**src/rtl/float_accumulate_pkg.sv**
```systemverilog
// Shared fp16 layout, field-slice macros and FSM encoding for the fp16 stream accumulator.
`ifndef FLOAT_ACCUMULATE_PKG_SV
`define FLOAT_ACCUMULATE_PKG_SV

package float_accumulate_pkg;

  localparam int float_width    = 16;
  localparam int exponent_width = 5;
  localparam int mantissa_width = 10;

  localparam logic [exponent_width-1:0] EXP_ALL_ONES = '1;

  typedef enum logic [1:0] {
    ST_IDLE  = 2'd0,
    ST_ACCUM = 2'd1,
    ST_DONE  = 2'd2
  } acc_state_t;

endpackage

`define FP_SIGN(f) f[float_accumulate_pkg::float_width-1]
`define FP_EXP(f)  f[float_accumulate_pkg::float_width-2 -: float_accumulate_pkg::exponent_width]
`define FP_MANT(f) f[float_accumulate_pkg::mantissa_width-1:0]

`endif

```
**src/rtl/float_accumulate_float_add.sv**
```systemverilog
// Combinational fp16 adder: align, add/subtract, normalise, round-to-nearest-even.
// Subnormals are handled gradually; overflow saturates to Inf, invalid ops give a quiet NaN.
module float_add
  import float_accumulate_pkg::*;
(
  input  logic [float_width-1:0] float_a,
  input  logic [float_width-1:0] float_b,
  output logic [float_width-1:0] res
);

  localparam int SIG_W = mantissa_width + 1;
  localparam int EXT_W = SIG_W + 3;
  localparam int EXW   = exponent_width + 2;
  localparam logic [EXW-1:0]   EXT_W_E   = EXW'(EXT_W);
  localparam logic [EXW-1:0]   EXP_MAX_E = EXW'(EXP_ALL_ONES);
  localparam logic [EXW-1:0]   ONE_E     = EXW'(1);
  localparam logic [EXT_W-1:0] ONE_EXT   = EXT_W'(1);

  logic                      sign_a, sign_b;
  logic [exponent_width-1:0] exp_a, exp_b;
  logic [mantissa_width-1:0] man_a, man_b;
  logic                      a_inf, b_inf, a_nan, b_nan;
  logic                      a_big, sign_big;
  logic [EXW-1:0]            eff_a, eff_b, e_big, e_small, diff;
  logic [SIG_W-1:0]          sig_a, sig_b, sig_big, sig_small;
  logic [EXT_W-1:0]          big_ext, small_ext, aligned, lost_mask;
  logic [EXT_W:0]            sum;
  logic [EXW-1:0]            lz, max_shift, shift, e_norm, e_final;
  logic [EXT_W-1:0]          norm;
  logic                      round_up;
  logic [SIG_W:0]            rounded;
  logic [mantissa_width-1:0] m_final;

  assign sign_a = `FP_SIGN(float_a);
  assign sign_b = `FP_SIGN(float_b);
  assign exp_a  = `FP_EXP(float_a);
  assign exp_b  = `FP_EXP(float_b);
  assign man_a  = `FP_MANT(float_a);
  assign man_b  = `FP_MANT(float_b);

  assign a_inf = (exp_a == EXP_ALL_ONES) && (man_a == '0);
  assign b_inf = (exp_b == EXP_ALL_ONES) && (man_b == '0);
  assign a_nan = (exp_a == EXP_ALL_ONES) && (man_a != '0);
  assign b_nan = (exp_b == EXP_ALL_ONES) && (man_b != '0);

  // Subnormals share the exponent of the smallest normal but have no hidden one.
  assign eff_a = (exp_a == '0) ? ONE_E : EXW'(exp_a);
  assign eff_b = (exp_b == '0) ? ONE_E : EXW'(exp_b);
  assign sig_a = {exp_a != '0, man_a};
  assign sig_b = {exp_b != '0, man_b};

  always_comb begin
    a_big     = {exp_a, man_a} >= {exp_b, man_b};
    sign_big  = a_big ? sign_a : sign_b;
    e_big     = a_big ? eff_a : eff_b;
    e_small   = a_big ? eff_b : eff_a;
    sig_big   = a_big ? sig_a : sig_b;
    sig_small = a_big ? sig_b : sig_a;
    diff      = e_big - e_small;
    big_ext   = {sig_big, 3'b000};
    small_ext = {sig_small, 3'b000};
    lost_mask = '0;
    aligned   = '0;
    // Bits shifted out of the smaller operand collapse into a sticky LSB.
    if (diff >= EXT_W_E) begin
      aligned = {{(EXT_W-1){1'b0}}, |small_ext};
    end else begin
      lost_mask = (ONE_EXT << diff) - ONE_EXT;
      aligned   = (small_ext >> diff) | {{(EXT_W-1){1'b0}}, |(small_ext & lost_mask)};
    end
    if (sign_a == sign_b) sum = {1'b0, big_ext} + {1'b0, aligned};
    else                  sum = {1'b0, big_ext} - {1'b0, aligned};
  end

  always_comb begin
    lz = EXT_W_E;
    for (int i = 0; i < EXT_W; i++) begin
      if (sum[i]) lz = EXW'(EXT_W - 1 - i);
    end
    max_shift = e_big - ONE_E;
    shift     = (lz < max_shift) ? lz : max_shift;
    if (sum[EXT_W]) begin
      norm   = sum[EXT_W:1] | {{(EXT_W-1){1'b0}}, sum[0]};
      e_norm = e_big + ONE_E;
    end else begin
      norm   = sum[EXT_W-1:0] << shift;
      e_norm = e_big - shift;
    end
  end

  // A rounding carry either bumps the exponent or lifts a subnormal into the normal range.
  always_comb begin
    round_up = norm[2] & (norm[1] | norm[0] | norm[3]);
    rounded  = {1'b0, norm[EXT_W-1:3]} + {{SIG_W{1'b0}}, round_up};
    if (rounded[SIG_W]) begin
      e_final = e_norm + ONE_E;
      m_final = rounded[mantissa_width:1];
    end else if (rounded[SIG_W-1]) begin
      e_final = e_norm;
      m_final = rounded[mantissa_width-1:0];
    end else begin
      e_final = '0;
      m_final = rounded[mantissa_width-1:0];
    end
  end

  always_comb begin
    if (a_nan || b_nan || (a_inf && b_inf && (sign_a != sign_b)))
      res = {1'b0, EXP_ALL_ONES, 1'b1, {(mantissa_width-1){1'b0}}};
    else if (a_inf)
      res = float_a;
    else if (b_inf)
      res = float_b;
    else if (sum == '0)
      res = {sign_a & sign_b, {(float_width-1){1'b0}}};
    else if (e_final >= EXP_MAX_E)
      res = {sign_big, EXP_ALL_ONES, {mantissa_width{1'b0}}};
    else
      res = {sign_big, e_final[exponent_width-1:0], m_final};
  end

endmodule

```
**src/rtl/float_accumulate.sv**
```systemverilog
// fp16 stream accumulator: sums each in_last-delimited packet through float_add
// and presents one sum, element count and sticky overflow flag per packet.
module float_accumulate
  import float_accumulate_pkg::*;
#(
  parameter int count_width = 8
) (
  input  logic                   clk,
  input  logic                   rst,
  input  logic                   in_valid,
  output logic                   in_ready,
  input  logic [float_width-1:0] in_data,
  input  logic                   in_last,
  output logic                   out_valid,
  input  logic                   out_ready,
  output logic [float_width-1:0] out_sum,
  output logic [count_width-1:0] out_count,
  output logic                   out_ovf
);

  acc_state_t             state, next_state;
  logic [float_width-1:0] acc, acc_next, add_res;
  logic [count_width-1:0] count;
  logic                   ovf;
  logic                   load_first, load_accum;

  float_add u_float_add (
    .float_a (acc),
    .float_b (in_data),
    .res     (add_res)
  );

  always_ff @(posedge clk) begin
    if (rst) state <= ST_IDLE;
    else     state <= next_state;
  end

  always_comb begin
    next_state = state;
    in_ready   = 1'b0;
    out_valid  = 1'b0;
    load_first = 1'b0;
    load_accum = 1'b0;
    case (state)
      ST_IDLE: begin
        in_ready = !rst;
        if (in_valid && !rst) begin
          load_first = 1'b1;
          next_state = in_last ? ST_DONE : ST_ACCUM;
        end
      end
      ST_ACCUM: begin
        in_ready = !rst;
        if (in_valid && !rst) begin
          load_accum = 1'b1;
          if (in_last) next_state = ST_DONE;
        end
      end
      ST_DONE: begin
        out_valid = !rst;
        if (out_ready) next_state = ST_IDLE;
      end
      default: next_state = ST_IDLE;
    endcase
  end

  // The first element is loaded raw so a single-element packet returns it bit-exact.
  assign acc_next = load_first ? in_data : add_res;

  always_ff @(posedge clk) begin
    if (rst) begin
      acc   <= '0;
      count <= '0;
      ovf   <= 1'b0;
    end else if (load_first || load_accum) begin
      acc   <= acc_next;
      count <= load_first ? count_width'(1)
             : (&count)   ? count
             :              count + count_width'(1);
      ovf   <= (load_accum & ovf) | (`FP_EXP(acc_next) == EXP_ALL_ONES);
    end
  end

  assign out_sum   = acc;
  assign out_count = count;
  assign out_ovf   = ovf;

endmodule

```
**config.mk**
```make
export PLATFORM = sky130hd
export DESIGN_NAME = float_accumulate
export DESIGN_NICKNAME = d
export VERILOG_FILES = /design/src/rtl/float_accumulate_pkg.sv /design/src/rtl/float_accumulate_float_add.sv /design/src/rtl/float_accumulate.sv
export SDC_FILE = /design/constraint.sdc
export NUM_CORES = 1
export LEC_CHECK = 0
export ABC_CLOCK_PERIOD_IN_PS = 31500
export CAP_MARGIN = 5
export CORE_ASPECT_RATIO = 1.1
export CORE_UTILIZATION = 62
export DETAILED_ROUTE_END_ITERATION = 16
export PLACE_DENSITY_LB_ADDON = 0.2
export SLEW_MARGIN = 5
export SYNTH_ARGS = -nofsm -noshare
export SYNTH_HDL_FRONTEND = slang
export SYNTH_SLANG_ARGS = --single-unit
```
**constraint.sdc**
```tcl
create_clock -name clk -period 31.5 [get_ports clk]
set_input_delay 4.725 -clock clk [delete_from_list [all_inputs] [get_ports clk]]
set_output_delay 4.725 -clock clk [all_outputs]
set_load 0.02 [all_outputs]
```
==> out/results.ini, run 1 <==
[worst_setup_path]
worstSetupPathType = input pin to flop
worstPathArrival_ns = 19.92
worstSetupEndpoint = out_ovf
startpoint = in_data[14]
slowest_delay_ns = 0.71
timing.rr.start = out_sum[8]
critPathMaxFanout = 44
required_ns = 31.66
setup.worst_path.end_class = flop
rrSetupSlack_ns = 16.35
slowest_stage = a211oi_2
reg2reg_depth = 51
r2r-end = out_ovf
cp-start-kind = input pin

[synth]
synthFlopType = dfxtp_1
yosys-top-cells-area = ha_1 (8.3%), dfxtp_1 (6.6%), nand2_1 (5.7%)
synth_top_cell_by_area = ha_1
ys_ff_latch = 27
syn_inst = 1212
synth.distinct_cells = 97
async_flop_share = 0
yosysSeqAreaShare = 0.0662
ys_warn_count = 0
synth_top_cell_area_share = 0.0827
synth-edff-count = 0
avgSynthCellArea_um2 = 6.74
synth_fp_nets = 1289
synth_area_mm2 = 0.00817

[timing]
fin_crit_sh = 0.627
finalHoldViolations = 0
slew_headroom = 0.271
rsz0062_at_grt = false
period_needed_ns = 19.76
fin_setup_tns_ns = 0
fmax_ghz = 0.0506
holdWs_ns = 0.479
setup_viol = 0
finClkSkew_ns = 0.00341
worst_slew_pin_slew_ns = 1.08
drv_slew = 0

[detailed_routing]
antenna_left = 0
vias = 10000
avgRoutedWirePerCell_um = 22.4
drt_iter0_markers = 1609
wirelength_um = 30500
drc = 0
drt_first_pass_iters = 8
viasPerCell = 7.38

[placed_design]
dp_hpwl_um = 23300
gp_congestion = 1.07
io_buffers = 47
dp_cells = 1355

[global_routing]
grt_pass1_vias = 8983
grt_antenna_before_repair = 0
grt_first_pass_wirelength_um = 47900
grt-ovfl-total = 0
grtUsageTotal = 0.436
grt_start_max_net_pins = 50

[final_layout]
area_delta_synth_final_pct = 6.25
fillCellCount = 1155
final_util = 0.681
drive_gt1_frac = 0.0707
final_net_count = 1280
antennaDiodeCount = 0
finalNonFillerCells = 1359

[clocking]
cts_resized = 0
ctsHoldBuffers = 0
tritoncts = built
cts_buffers = 3
cts.clk_slew.worst_paths_ns = 0.07
htreeDepth = 1
clk_latency_ns = 0.27
postCtsSetupRepairBufs = 0
cts_root_buf = clkbuf_16
clock_sink_count = 27
clk_path_buf_depth = 2

[die]
core_area_mm2 = 0.0128
boundaryPins = 48
row_count = 43
initial_core_util = 0.640
dieArea_mm2 = 0.0136
die_x_um = 111
chipHeight_um = 122

[status]
status = finished clean

[worst_hold_path]
min_from = state[1]
worstHoldPathType = flop to flop

[flow_run]
maxCapViolCount = 0

## kinds of logic (layout without fill, tap and decap cells)
family | count (synthesis) | in the layout | share of synthesized area
AND/OR/NAND/NOR | 485 | 485 | 0.295
AO/OA/AOI/OAI | 426 | 426 | 0.372
buffers and inverters | 130 | 120 | 0.0666
adder cells (fa/ha/maj) | 56 | 56 | 0.0876
multiplexers | 51 | 51 | 0.0725
XOR/XNOR | 37 | 37 | 0.0397
flip-flops | 27 | 27 | 0.0662
## critical path: cells and delay by family
kind / cells / cell delay, ns
compound gates: 22 / 5.82
fa+ha+maj: 6 / 2.16
simple gates: 14 / 4.07
buf+inv: 6 / 2.19
mux: 3 / 0.91
## cell usage after synthesis, drive strengths merged (12+ instances only)
master	instances
clkbuf	44
and2	13
nor2	117
mux2	12
nand2b	18
inv	57
a211o	13
nand4	19
and3	14
or3	19
a21oi	89
xnor2	27
o21ai	98
ha	54
a31oi	23
a211oi	21
a21o	14
mux2i	34
dfxtp	27
nand3	44
nor3	49
o22ai	15
nand2	128
o211ai	21
buf	28
or2	13
## registers in the layout (all words and copies together), names as in the netlist
signal     flops
out_count      8
out_sum       16
state          2
out_ovf        1
## cells in the final DEF (no fill, tap or decap), types with 8 or more instances in the layout
master / Yosys / routed
nand2_1: 124 / 124
nor2_1: 116 / 116
o21ai_0: 89 / 89
a21oi_1: 86 / 86
inv_1: 56 / 56
ha_1: 54 / 54
nor3_1: 49 / 49
clkdlybuf4s50_1: 0 / 47
nand3_1: 43 / 43
mux2i_1: 33 / 33
dfxtp_1: 27 / 27
xnor2_1: 27 / 26
a31oi_1: 23 / 23
o211ai_1: 21 / 21
nand4_1: 19 / 19
nand2b_1: 18 / 18
or3_1: 18 / 18
a211oi_1: 17 / 17
o22ai_1: 15 / 15
a21o_1: 14 / 14
and3_1: 14 / 14
and2_1: 13 / 13
a211o_1: 13 / 13
mux2_2: 12 / 12
o2111ai_1: 11 / 11
buf_4: 3 / 11
and4_1: 10 / 10
xor2_1: 10 / 10
or2_2: 10 / 10
nor2b_1: 9 / 9
nor4_1: 9 / 9
o21a_1: 8 / 8
o31ai_1: 8 / 8
## how the worst min path moves through the flow
| stage | end | slack [ns] | depth (start not counted) |
|---|---|---|---|
| floorplan | state[0] | 0.44 | 1 |
| global placement | state[0] | 0.47 | 1 |
| detailed placement | state[0] | 0.47 | 1 |
| CTS | state[0] | 0.48 | 1 |
| global route | state[0] | 0.50 | 1 |
| finish | state[0] | 0.48 | 1 |
## area by class of cell
cell class                 instances  area (um2)  share of cell area
clock buffer                       4        78.8             0.00908
inverter                          58         219              0.0252
multi-input combinational       1055        7090               0.817
sequential                        27         541              0.0623
tap                              157         196              0.0226
timing repair buffer              58         553              0.0637
## stage by stage
step	instance area [um2]	worst slack, ns
detailed placement	8590	11.83
global placement	8590	12.05
floorplan	8170	14.16
CTS	8670	12.08
finish	8680	11.74
global route	8680	10.54
## metal layers
layer | global-route usage | part of all wire | vias up | wire, um
met2 | 0.709 | 0.44 | 749 | 13300
met4 | 0.210 | 0.056 | 0 | 1690
li1 | - | - | 4578 | -
met3 | 0.0741 | 0.12 | 155 | 3590
met5 | 0 | 0 | - | 0
met1 | 0.562 | 0.39 | 4552 | 11900
Power of run 1 is left out: the tool's default activity adds up to more than one toggle a clock period on the data nets, which glitch-free logic cannot reach.
==> run 2: changes to the inputs <==
Settings changed: ABC_CLOCK_PERIOD_IN_PS 31500 to 18600.
Clock period 31.5 ns to 18.6 ns, I/O delays scaled along.
==> run 2 against run 1 <==
Against the previous run:
- sequential share of layout area hardly changed
- critical path depth grew 1
- register-to-register slack got worse by 13 ns
- count of clock-buffer cells in the layout decreased by 1
- global-route usage shrank 0.54 points
- critical endpoint unchanged
- largest cell class unchanged
- flip-flop and latch count is the same
- clock skew down 0.00087 ns
- core utilization is 0.15 points higher
==> out/results.ini, run 2 (synthesis gave the netlist of run 1 again) <==
[placed_design]
gp_congestion = 1.07  ; unchanged
place_ws_ns = 1.10  ; -10.73 ns
dp_cells = 1358  ; +0.22%
dp_hpwl_um = 23100  ; -0.74%
io_buffers = 47  ; unchanged

[worst_setup_path]
slowest_stage = a211oi_2
path_common_cell = ha_1
path_delay_family = compound AO/OA/AOI/OAI gates
cp-start-kind = input pin
worstPathArrival_ns = 17.86  ; -2.06 ns
required_ns = 18.76  ; -12.90 ns
setup.worst_path.end_class = flop
path_buf_inv = 5  ; -1
critPathMaxFanout = 15  ; -66%
slowest_delay_ns = 0.77  ; +0.06 ns
worstSetupPathType = input pin to flop

[status]
status = finished clean

[timing]
finalHoldViolations = 0  ; unchanged
period_needed_ns = 17.70
fin_ws_ns = 0.901  ; -10.84 ns
rsz0062_at_grt = false
fin_setup_tns_ns = 0  ; unchanged
worst_slew_pin_slew_ns = 1.03  ; -0.0527 ns
finClkSkew_ns = 0.00254  ; -0.000873 ns
drv_slew = 0  ; unchanged
slew_headroom = 0.293  ; +0.0220
fin_crit_sh = 0.952
setup_viol = 0  ; unchanged
fmax_ghz = 0.0565

[global_routing]
grt-ovfl-total = 0  ; unchanged
grt_pass1_vias = 8807  ; -2.0%
grt_antenna_before_repair = 0  ; unchanged
grtUsageTotal = 0.431  ; -0.00537
grt_first_pass_wirelength_um = 47100  ; -1.8%
grt_start_max_net_pins = 53  ; +6.0%

[die]
core_area_mm2 = 0.0128  ; unchanged
initial_core_util = 0.640  ; unchanged
chipHeight_um = 122  ; unchanged
dieArea_mm2 = 0.0136  ; unchanged
row_count = 43  ; unchanged
die_x_um = 111  ; unchanged
boundaryPins = 48  ; unchanged

[clocking]
clock_sink_count = 27  ; unchanged
clk_latency_ns = 0.26  ; about the same
cts_buffers = 3  ; unchanged
clk_path_buf_depth = 2  ; unchanged
tritoncts = built
cts_root_buf = clkbuf_16
htreeDepth = 1  ; unchanged
cts.clk_slew.worst_paths_ns = 0.07  ; about the same

[final_layout]
final_common_cell = nand2_1
drive_gt1_frac = 0.0739  ; +0.00314
final_net_count = 1283  ; +0.23%
finalNonFillerCells = 1362  ; +0.22%
final_cell_mix = nand2_1 (124), nor2_1 (116), o21ai_0 (89)
largest_reg_flops = 16  ; unchanged
antennaDiodeCount = 0  ; unchanged
fillCellCount = 1166  ; +0.95%
area_delta_synth_final_pct = 6.48

[detailed_routing]
drt_iter0_markers = 1629  ; +1.2%
vias = 10100  ; +0.76%
antenna_left = 0  ; unchanged
wirelength_um = 30400  ; about the same
drt_first_pass_iters = 6  ; -2
drc = 0  ; unchanged
viasPerCell = 7.42  ; +0.54%
avgRoutedWirePerCell_um = 22.4  ; -0.26%

[worst_hold_path]
worstHoldPathType = flop to flop

[flow_run]
maxCapViolCount = 0  ; unchanged

==> run 2: area by class of cell <==
class,instances,area [um2],area share
Clock buffer,3,75.1,0.00863
Clock inverter,1,5.00,0.000576
Multi-Input combinational cell,1055,7080,0.815
Inverter,58,219,0.0252
Timing Repair Buffer,61,576,0.0662
Tap cell,157,196,0.0226
Sequential cell,27,541,0.0622
==> run 2: path summary, 6_finish.rpt <==
check | depth (start not counted) | end | slack, ns | startpoint
min reg2reg | 1 | state[0] | 0.49 | state[1]
min | 1 | state[0] | 0.49 | state[1]
max | 52 | out_ovf | 0.90 | in_data[8]
max reg2reg | 50 | out_ovf | 3.59 | out_sum[8]
==> run 2: per-layer routing <==
metal,track usage,routed length [um],up-vias
met5,0,0,-
met4,0.224,1870,0
met2,0.692,13100,761
li1,-,-,4580
met3,0.0652,3470,170
met1,0.561,12000,4599
==> run 2: timing repair <==
action,in CTS,in global routing
hold endpoints to repair,0,0
hold buffers,0,0
resized for setup,0,1
buffers inserted,0,0
setup endpoints to repair,0,2
==> run 2: through the flow <==
step,area (um2),util,hold WS (ns)
finish,8700,0.682,0.486
global route,8700,0.682,0.517
CTS,8690,0.682,0.484
detailed placement,8610,0.675,0.474
global placement,8610,0.675,0.468
floorplan,8170,-,0.445
Power of run 2 is left out for the same reason.
==> run 3: changes to the inputs <==
Settings changed: SLEW_MARGIN 5 to default.
==> results of run 3 <==
No change in the layout: final DEF, timing and power equal those of run 2.
Power of run 3 is left out for the same reason.
